==> config.mk <==
export PLATFORM = sky130hd
export DESIGN_NAME = me_result_serializer
export DESIGN_NICKNAME = d
export VERILOG_FILES = /design/src/rtl/me_result_serializer.sv
export SDC_FILE = /design/constraint.sdc
export NUM_CORES = 1
export LEC_CHECK = 0
export ABC_AREA = 0
export BUFFER_PORTS_ARGS = -buffer_cell sky130_fd_sc_hd__buf_2
export CORE_ASPECT_RATIO = 0.6
export CORE_UTILIZATION = 40
export CTS_CLUSTER_SIZE = 25
export DETAILED_ROUTE_END_ITERATION = 12
export GPL_TIMING_DRIVEN = 0
export HOLD_SLACK_MARGIN = 0.1
export PLACE_DENSITY_LB_ADDON = 0.08
export SLEW_MARGIN = 20
export SYNTH_ARGS = -nofsm -noshare
export SYNTH_HDL_FRONTEND = slang
export SYNTH_SLANG_ARGS = --single-unit
==> constraint.sdc <==
create_clock -name clk -period 2.7 [get_ports clk]
set_clock_uncertainty 0.05 [all_clocks]
set_input_delay 0.135 -clock clk [delete_from_list [all_inputs] [get_ports clk]]
set_output_delay 0.135 -clock clk [all_outputs]
set_load 0.1 [all_outputs]
==> src/rtl/me_result_serializer.sv <==
// ME core output stage: buffers packed search results in a small FIFO and
// sends each one as a framed serial word (start=1, data LSB-first, stop=0).
module me_result_serializer #(
    parameter int unsigned DATA_WIDTH = 20,
    parameter int unsigned BIT_CYCLES = 1,
    parameter int unsigned FIFO_DEPTH = 2
) (
    input  logic                  clk,
    input  logic                  rst,
    input  logic                  init,
    input  logic                  in_valid,
    input  logic [DATA_WIDTH-1:0] in_data,
    output logic                  in_ready,
    output logic                  serial20,
    output logic                  busy,
    output logic                  frame_done
);

    localparam int unsigned AW  = $clog2(FIFO_DEPTH);
    localparam int unsigned CW  = AW + 1;
    localparam int unsigned CYW = (BIT_CYCLES > 1) ? $clog2(BIT_CYCLES) : 1;
    localparam int unsigned BW  = (DATA_WIDTH > 1) ? $clog2(DATA_WIDTH) : 1;

    localparam logic [CYW-1:0] CYC_LAST   = CYW'(BIT_CYCLES - 1);
    localparam logic [BW-1:0]  BIT_LAST   = BW'(DATA_WIDTH - 1);
    localparam logic [CW-1:0]  COUNT_FULL = CW'(FIFO_DEPTH);

    typedef enum logic [1:0] {IDLE, START, DATA, STOP} state_t;

    state_t                state;
    state_t                state_nxt;
    logic [DATA_WIDTH-1:0] mem [FIFO_DEPTH];
    logic [AW-1:0]         wr_ptr;
    logic [AW-1:0]         rd_ptr;
    logic [CW-1:0]         count;
    logic [DATA_WIDTH-1:0] shreg;
    logic [DATA_WIDTH-1:0] shreg_nxt;
    logic [BW-1:0]         bit_cnt;
    logic [BW-1:0]         bit_cnt_nxt;
    logic [CYW-1:0]        cyc_cnt;
    logic [CYW-1:0]        cyc_cnt_nxt;
    logic                  serial_nxt;
    logic                  flush;
    logic                  push;
    logic                  pop;
    logic                  bit_end;
    logic                  fifo_nonempty;

    assign flush         = rst | init;
    assign in_ready      = !flush && (count != COUNT_FULL);
    assign push          = in_valid & in_ready;
    assign fifo_nonempty = (count != '0);
    assign bit_end       = (cyc_cnt == CYC_LAST);
    assign busy          = (state != IDLE) || fifo_nonempty;

    // FIFO storage; writes only on an accepted handshake
    always_ff @(posedge clk) begin
        if (push) begin
            mem[wr_ptr] <= in_data;
        end
    end

    // Next-state, next serial bit and FIFO pop decision
    always_comb begin
        state_nxt   = state;
        shreg_nxt   = shreg;
        bit_cnt_nxt = bit_cnt;
        cyc_cnt_nxt = bit_end ? '0 : cyc_cnt + 1'b1;
        serial_nxt  = 1'b0;
        pop         = 1'b0;
        frame_done  = 1'b0;
        case (state)
            IDLE: begin
                cyc_cnt_nxt = '0;
                if (fifo_nonempty) begin
                    pop        = 1'b1;
                    shreg_nxt  = mem[rd_ptr];
                    state_nxt  = START;
                    serial_nxt = 1'b1;
                end
            end
            START: begin
                serial_nxt = 1'b1;
                if (bit_end) begin
                    state_nxt   = DATA;
                    bit_cnt_nxt = '0;
                    serial_nxt  = shreg[0];
                end
            end
            DATA: begin
                serial_nxt = shreg[0];
                if (bit_end) begin
                    if (bit_cnt == BIT_LAST) begin
                        state_nxt  = STOP;
                        serial_nxt = 1'b0;
                    end else begin
                        shreg_nxt   = shreg >> 1;
                        bit_cnt_nxt = bit_cnt + 1'b1;
                        serial_nxt  = shreg_nxt[0];
                    end
                end
            end
            STOP: begin
                serial_nxt = 1'b0;
                if (bit_end) begin
                    frame_done = !flush;
                    // Back-to-back: reload at the stop edge so no idle cycle appears
                    if (fifo_nonempty) begin
                        pop        = 1'b1;
                        shreg_nxt  = mem[rd_ptr];
                        state_nxt  = START;
                        serial_nxt = 1'b1;
                    end else begin
                        state_nxt = IDLE;
                    end
                end
            end
            default: state_nxt = IDLE;
        endcase
    end

    // State, counters, FIFO pointers and the registered pad output
    always_ff @(posedge clk) begin
        if (flush) begin
            state    <= IDLE;
            shreg    <= '0;
            bit_cnt  <= '0;
            cyc_cnt  <= '0;
            wr_ptr   <= '0;
            rd_ptr   <= '0;
            count    <= '0;
            serial20 <= 1'b0;
        end else begin
            state    <= state_nxt;
            shreg    <= shreg_nxt;
            bit_cnt  <= bit_cnt_nxt;
            cyc_cnt  <= cyc_cnt_nxt;
            serial20 <= serial_nxt;
            if (push) begin
                wr_ptr <= wr_ptr + 1'b1;
            end
            if (pop) begin
                rd_ptr <= rd_ptr + 1'b1;
            end
            case ({push, pop})
                2'b10:   count <= count + 1'b1;
                2'b01:   count <= count - 1'b1;
                default: count <= count;
            endcase
        end
    end

endmodule

== Word level (Yosys, flattened, before mapping) ==
Memory sizes are Yosys's and may differ from the RTL's. A register that Yosys moved wholly into a read port is not among the register bits.
Index checks and enable logic that the tools add are counted.
Widths: inputs -> output; s select.

* Memories kept: 1
* Register bits after elaboration: 33
* Output and inout bits: 4
* Memory bits (writable): 40

* $add $sub $neg: 6
* Reductions and logical operators: 13
* Bitwise gates (word level): 3
* Multiplexer cells: 30
* Equality and inequality tests: 13

{| class="wikitable"
|+ Memories
! name !! words !! bits a word !! rd ports !! clocked after Yosys merged registers in !! write ports !! RTL line !! RTL
|-
| mem || 2 || 20 || 1 || 1 || 1 || 32 || <nowiki>logic [DATA_WIDTH-1:0] mem [FIFO_DEPTH];</nowiki>
|}

{| class="wikitable"
|+ Operators by type and width
! kind !! number
|-
| $mux 20 || 4
|-
| $pmux 20 s3 || 1
|-
| $mux 5 || 3
|-
| $ne 2x2->1 const B || 7
|-
| $mux 1 || 12
|-
| $mux 2 || 5
|-
| $pmux 5 s2 || 1
|-
| $pmux 2 s4 || 1
|-
| $reduce_and 4->1 || 2
|-
| $reduce_bool 2->1 || 4
|-
| $eq 2x2->1 const B || 3
|-
| $add 5x1->5 const B || 1
|-
| $eq 5x5->1 const B || 1
|-
| $reduce_and 5->1 || 1
|-
| $eq 2x1->1 const B || 2
|-
| $pmux 1 s4 || 1
|-
| $pmux 2 s2 || 1
|-
| $add 1x1->1 const B || 3
|-
| $reduce_bool 3->1 || 1
|-
| $reduce_or 3->1 || 1
|-
| $add 2x1->2 const B || 1
|-
| $logic_not 2->1 || 1
|-
| $pmux 1 s2 || 1
|-
| $sub 2x1->2 const B || 1
|-
| 6 further kinds || 6
|}

== Longest topological paths before layout ==
* Depth after elaboration: 6
* Gate-level depth with buffers: 9
* Gate-level depth less buffers: 8

== Worst setup path after synthesis ==
No wires, ideal clock.

* Path type: reg2reg
* Start: reg count[0]
* End: mem mem[0][0] (enable)
* Cell stages (with the launch flop): 5
* Required time: 2.253 ns
* Setup time: 0.397 ns
* Arrival: 2.239 ns
* Setup slack: 0.014 ns
* Cell sequence: dfxtp_1 > buf_6 > o21a_1 > nand2_1 > nor2_1

* Word-level cells in the longest chain between the ends: 5

{| class="wikitable"
|+ RTL lines
! item !! RTL line !! RTL
|-
| from (decl) || 35 || <nowiki>logic [CW-1:0] count;</nowiki>
|-
| from (signal assigned) || 146 || <nowiki>2'b10: count <= count + 1'b1;</nowiki>
|-
| from (signal assigned) || 147 || <nowiki>2'b01: count <= count - 1'b1;</nowiki>
|-
| from (signal assigned) || 148 || <nowiki>default: count <= count;</nowiki>
|-
| $ne 2x2->1 || 50 || <nowiki>assign in_ready = !flush && (count != COUNT_FULL);</nowiki>
|-
| $logic_and 1x1->1 || 50 ||
|-
| named net in_ready || 13 || <nowiki>output logic in_ready,</nowiki>
|-
| $and 1x1->1 || 51 || <nowiki>assign push = in_valid & in_ready;</nowiki>
|-
| $mux 1 || 58 || <nowiki>if (push) begin</nowiki>
|-
| $mux 1 (implied by the code) || 59 || <nowiki>mem[wr_ptr] <= in_data;</nowiki>
|-
| to (decl) || 32 ||
|}

The timed path passes the listed nets, and every way through them passes these cells.

== Worst setup path in the final report ==
* Start: reg state[0]
* End: reg shreg[17]

* Word-level cells in the longest chain between the ends: 3
* Elaborated cells on any way between the ends: 9
* Classes of those cells: eq/ne: 5; mux: 1; reduce/logical: 3

{| class="wikitable"
|+ RTL lines
! item !! RTL line !! RTL
|-
| from (decl) || 30 || <nowiki>state_t state;</nowiki>
|-
| from (signal assigned) || 134 || <nowiki>state <= state_nxt;</nowiki>
|-
| $eq 2x2->1 / $logic_not 2->1 (equally long branches) || 72 || <nowiki>case (state)</nowiki>
|-
| $ne 2x2->1 (no source line) / $reduce_bool 3->1 (equally long branches) || n/a ||
|-
| $reduce_and 4->1 (no source line) || n/a ||
|-
| to (signal assigned) || 135 || <nowiki>shreg <= shreg_nxt;</nowiki>
|-
| to (decl) || 36 || <nowiki>logic [DATA_WIDTH-1:0] shreg;</nowiki>
|}

Parallel ways exist; a longest one is shown, timed or not.
A chain may end at the register's enable or synchronous reset.

==> impl_metrics.csv <==
group,metric,value,unit
run_status,outcome,"finished, final reports clean",
power_and_ir_drop,vdd_drop_max,342,uV
sta,maxSlewViolCount,0,
synthesis,netlist-cell-type-count,43,
sta,max_freq,0.455,GHz
route,ant_nets,0,
finish,mostFrequentLayoutCells,"44 x o21ai_0, 40 x edfxtp_1, 34 x dfxtp_1, 30 x buf_2, 26 x nand2_1",
finish,final_common_cell,"o21ai_0",
setup_path,critPathLaunch,"state[0]$_SDFFE_PP0P_",
route,drt-total-wl,6590,um
global_routing,grtUsageTotal,16.9,%
placement,port_buffers,27,
route,drc_errors,0,
sta,rsz0062_at_grt,"false",
job,drv_cap,0,
clock_network,cts-hold-fix-buffers,20,
finish,fillers,724,
synthesis,synth_top_area_share,36.6,%
global_routing,grt_first_pass_wirelength,10900,um
route,drtIter0Drc,138,
route,wl_per_cell,14.1,um
placement,post-dp-hpwl,4350,um
sta,hold_ws,0.137,ns
setup_path,worstPathMaxFanout,10,
placement,gp_congestion,0.786,
global_routing,grt_pass1_vias,2205,
die,io_pins,28,
finish,syn_to_final_growth,22.7,%
clock_network,root_buffer,"clkbuf_16",
power_and_ir_drop,p_leak,0.00135,uW
min_path,holdCritStartpoint,"in_valid",
synthesis,syn-instance-count,296,
clock_network,max-clock-path-buffers,2,
clock_network,clk_pin_slew,0.05,ns
clock_network,h-tree-depth,3,
setup_path,timing.rr.start,"state[0]$_SDFFE_PP0P_",
setup_path,start_kind,"register",
setup_path,path_cells,"inv_1, ha_1, clkbuf_8, a211oi_2, buf_6, nand3b_1, a21oi_1",
die,core_area,0.00791,mm^2
setup_path,arrival,2.41,ns
route,dr.pass1.iters,4,
die,fp.dieH,72.2,um
finish,nNetsFinal,387,
clock_network,cts_resized,0,
synthesis,seq_area_frac_synth,57.4,%
synthesis,synth_area_leaders,"edfxtp_1 37%, dfxtp_1 21%, o21ai_0 6.7%",
sta,finalCriticalPeriod,2.20,ns
sta,tns,0,ns
route,via_count,2370,
placement,placed_cells,431,
synthesis,yosysTopAreaCell,"edfxtp_1",
clock_network,cts_buffers,9,
die,die_area,0.00858,mm^2
die,start_util,41.5,%
die,rows,25,
sta,worst_pin_slew,0.765,ns
finish,diodes,0,
setup_path,critical_path_class,"register to register",
global_routing,antenna_found_initial,0,
synthesis,synthesis.nets,328,
die,die_w,119,um
setup_path,critical-path-max-stage-delay,0.64,ns
setup_path,cp-end-kind,"register",
synthesis,yosys_warnings,0,
clock_network,tritoncts,"done",
setup_path,cp.required,2.91,ns
synthesis,synth_seq_cells,74,
power_and_ir_drop,power.density,596,mW/mm^2
synthesis,syn_avg_cell_area,11.1,um^2
clock_network,clock_sinks,74,
finish,fin_cells,467,
sta,period_share,81.4,%
setup_path,slowest_stage,"a211oi_2",
clock_network,cts_setup_buffers,0,
route,vias_per_cell,5.07,
finish,drive_above_1_share,15.6,%
min_path,hp-class,"primary input to register",
global_routing,grt_overflow,0,
sta,finalHoldViolations,0,
power_and_ir_drop,p_total,2400,uW
synthesis,netlist_area,0.00328,mm^2
global_routing,grt_max_degree,21,
sta,relSlewSlack,48.9,%
clock_network,clk_latency,0.33,ns
sta,setup_viol,0,
[metal layers]
metal  vias up  track usage [%]  wire length, um
li1       1194                -                -
met1      1121             24.4             3480
met2        47             23.7             2740
met3         8             5.90              290
met4         0             5.49               74
met5         -                0                0
[state kept, by name (all words and copies together), names as in the netlist, named ones only]
signal	count
wr_ptr	1
mem	40
state	2
bit_cnt	5
cyc_cnt	1
count	2
serial20	1
shreg	20
rd_ptr	1
[cell type report]
| cell class | instances | area [um^2] | area share [%] |
|---|---|---|---|
| repair buffers | 48 | 350 | 8.70 |
| clock inverters | 4 | 20.0 | 0.497 |
| flip-flops and latches | 74 | 1880 | 46.7 |
| multi-input cells | 196 | 1260 | 31.4 |
| clock buffers | 11 | 233 | 5.78 |
| inverters | 5 | 18.8 | 0.466 |
| plain buffers | 21 | 125 | 3.11 |
| well taps | 108 | 135 | 3.36 |
[worst max-delay path: cells and delay by family, from the launching register on]
| family | cells | cell delay [ns] |
|---|---|---|
| compound gates | 2 | 0.77 |
| fa+ha+maj | 1 | 0.27 |
| buf+inv | 3 | 0.53 |
| flops | 1 | 0.42 |
| simple gates | 1 | 0.08 |
[through the flow]
step | util, % | area [um^2] | worst slack, ns
floorplan | - | 3280 | 0.0143
global placement | 44.9 | 3550 | 0.00468
detailed placement | 45.0 | 3560 | 0.507
CTS | 50.7 | 4010 | 0.510
global route | 50.9 | 4030 | 0.345
finish | 50.9 | 4030 | 0.501
[cell families after synthesis]
| family | count (synthesis) | share of synthesized area [%] |
|---|---|---|
| multiplexers | 20 | 6.10 |
| flip-flops | 74 | 57.4 |
| AO/OA/AOI/OAI | 85 | 14.9 |
| adder cells (fa/ha/maj) | 8 | 3.05 |
| XOR/XNOR | 6 | 1.60 |
| AND/OR/NAND/NOR | 76 | 12.5 |
| other | 1 | 0.114 |
| buffers and inverters | 26 | 4.39 |
[synthesized netlist by cell type]
library cell	n
a221oi_1	1
o21a_1	4
a2bb2oi_1	1
nor2_1	12
a31o_2	1
mux2i_1	20
a22oi_1	1
nand3b_1	20
o21ai_0	44
a211o_1	1
buf_6	3
o21ba_2	1
or2_2	1
nor4_1	1
nand3_1	2
nand4_1	2
clkbuf_8	2
o31a_1	1
a211oi_1	2
clkbuf_1	13
and3_1	1
o2111ai_1	1
a21o_1	1
and2_1	1
ha_1	8
or4_1	1
dfxtp_1	34
a211o_2	1
a211oi_2	1
and4_1	1
inv_1	5
o21bai_1	1
nor2b_1	1
nor3_1	5
nor4bb_2	1
or3_1	1
edfxtp_1	40
nand2_1	26
a21oi_1	23
xor2_1	4
conb_1	1
xnor2_1	2
buf_2	3
[power breakdown]
| group | internal (uW) | total (uW) | switching [uW] | leakage, uW |
|---|---|---|---|---|
| clock network | 609 | 1020 | 412 | 0.000129 |
| registers | 1210 | 1210 | 7.23 | 0.000638 |
| logic | 69.5 | 166 | 96.5 | 0.000581 |
[path summary, 6_finish.rpt]
kind	cells after the start	slack, ns	to
setup / recovery	7	0.50	shreg[17]$_SDFFE_PP0P_
hold / removal	4	0.14	wr_ptr$_SDFFE_PP0P_
setup reg to reg	7	0.50	shreg[17]$_SDFFE_PP0P_
hold reg to reg	2	0.42	shreg[13]$_SDFFE_PP0P_
Note: power is estimated with default switching activity, not from simulation.
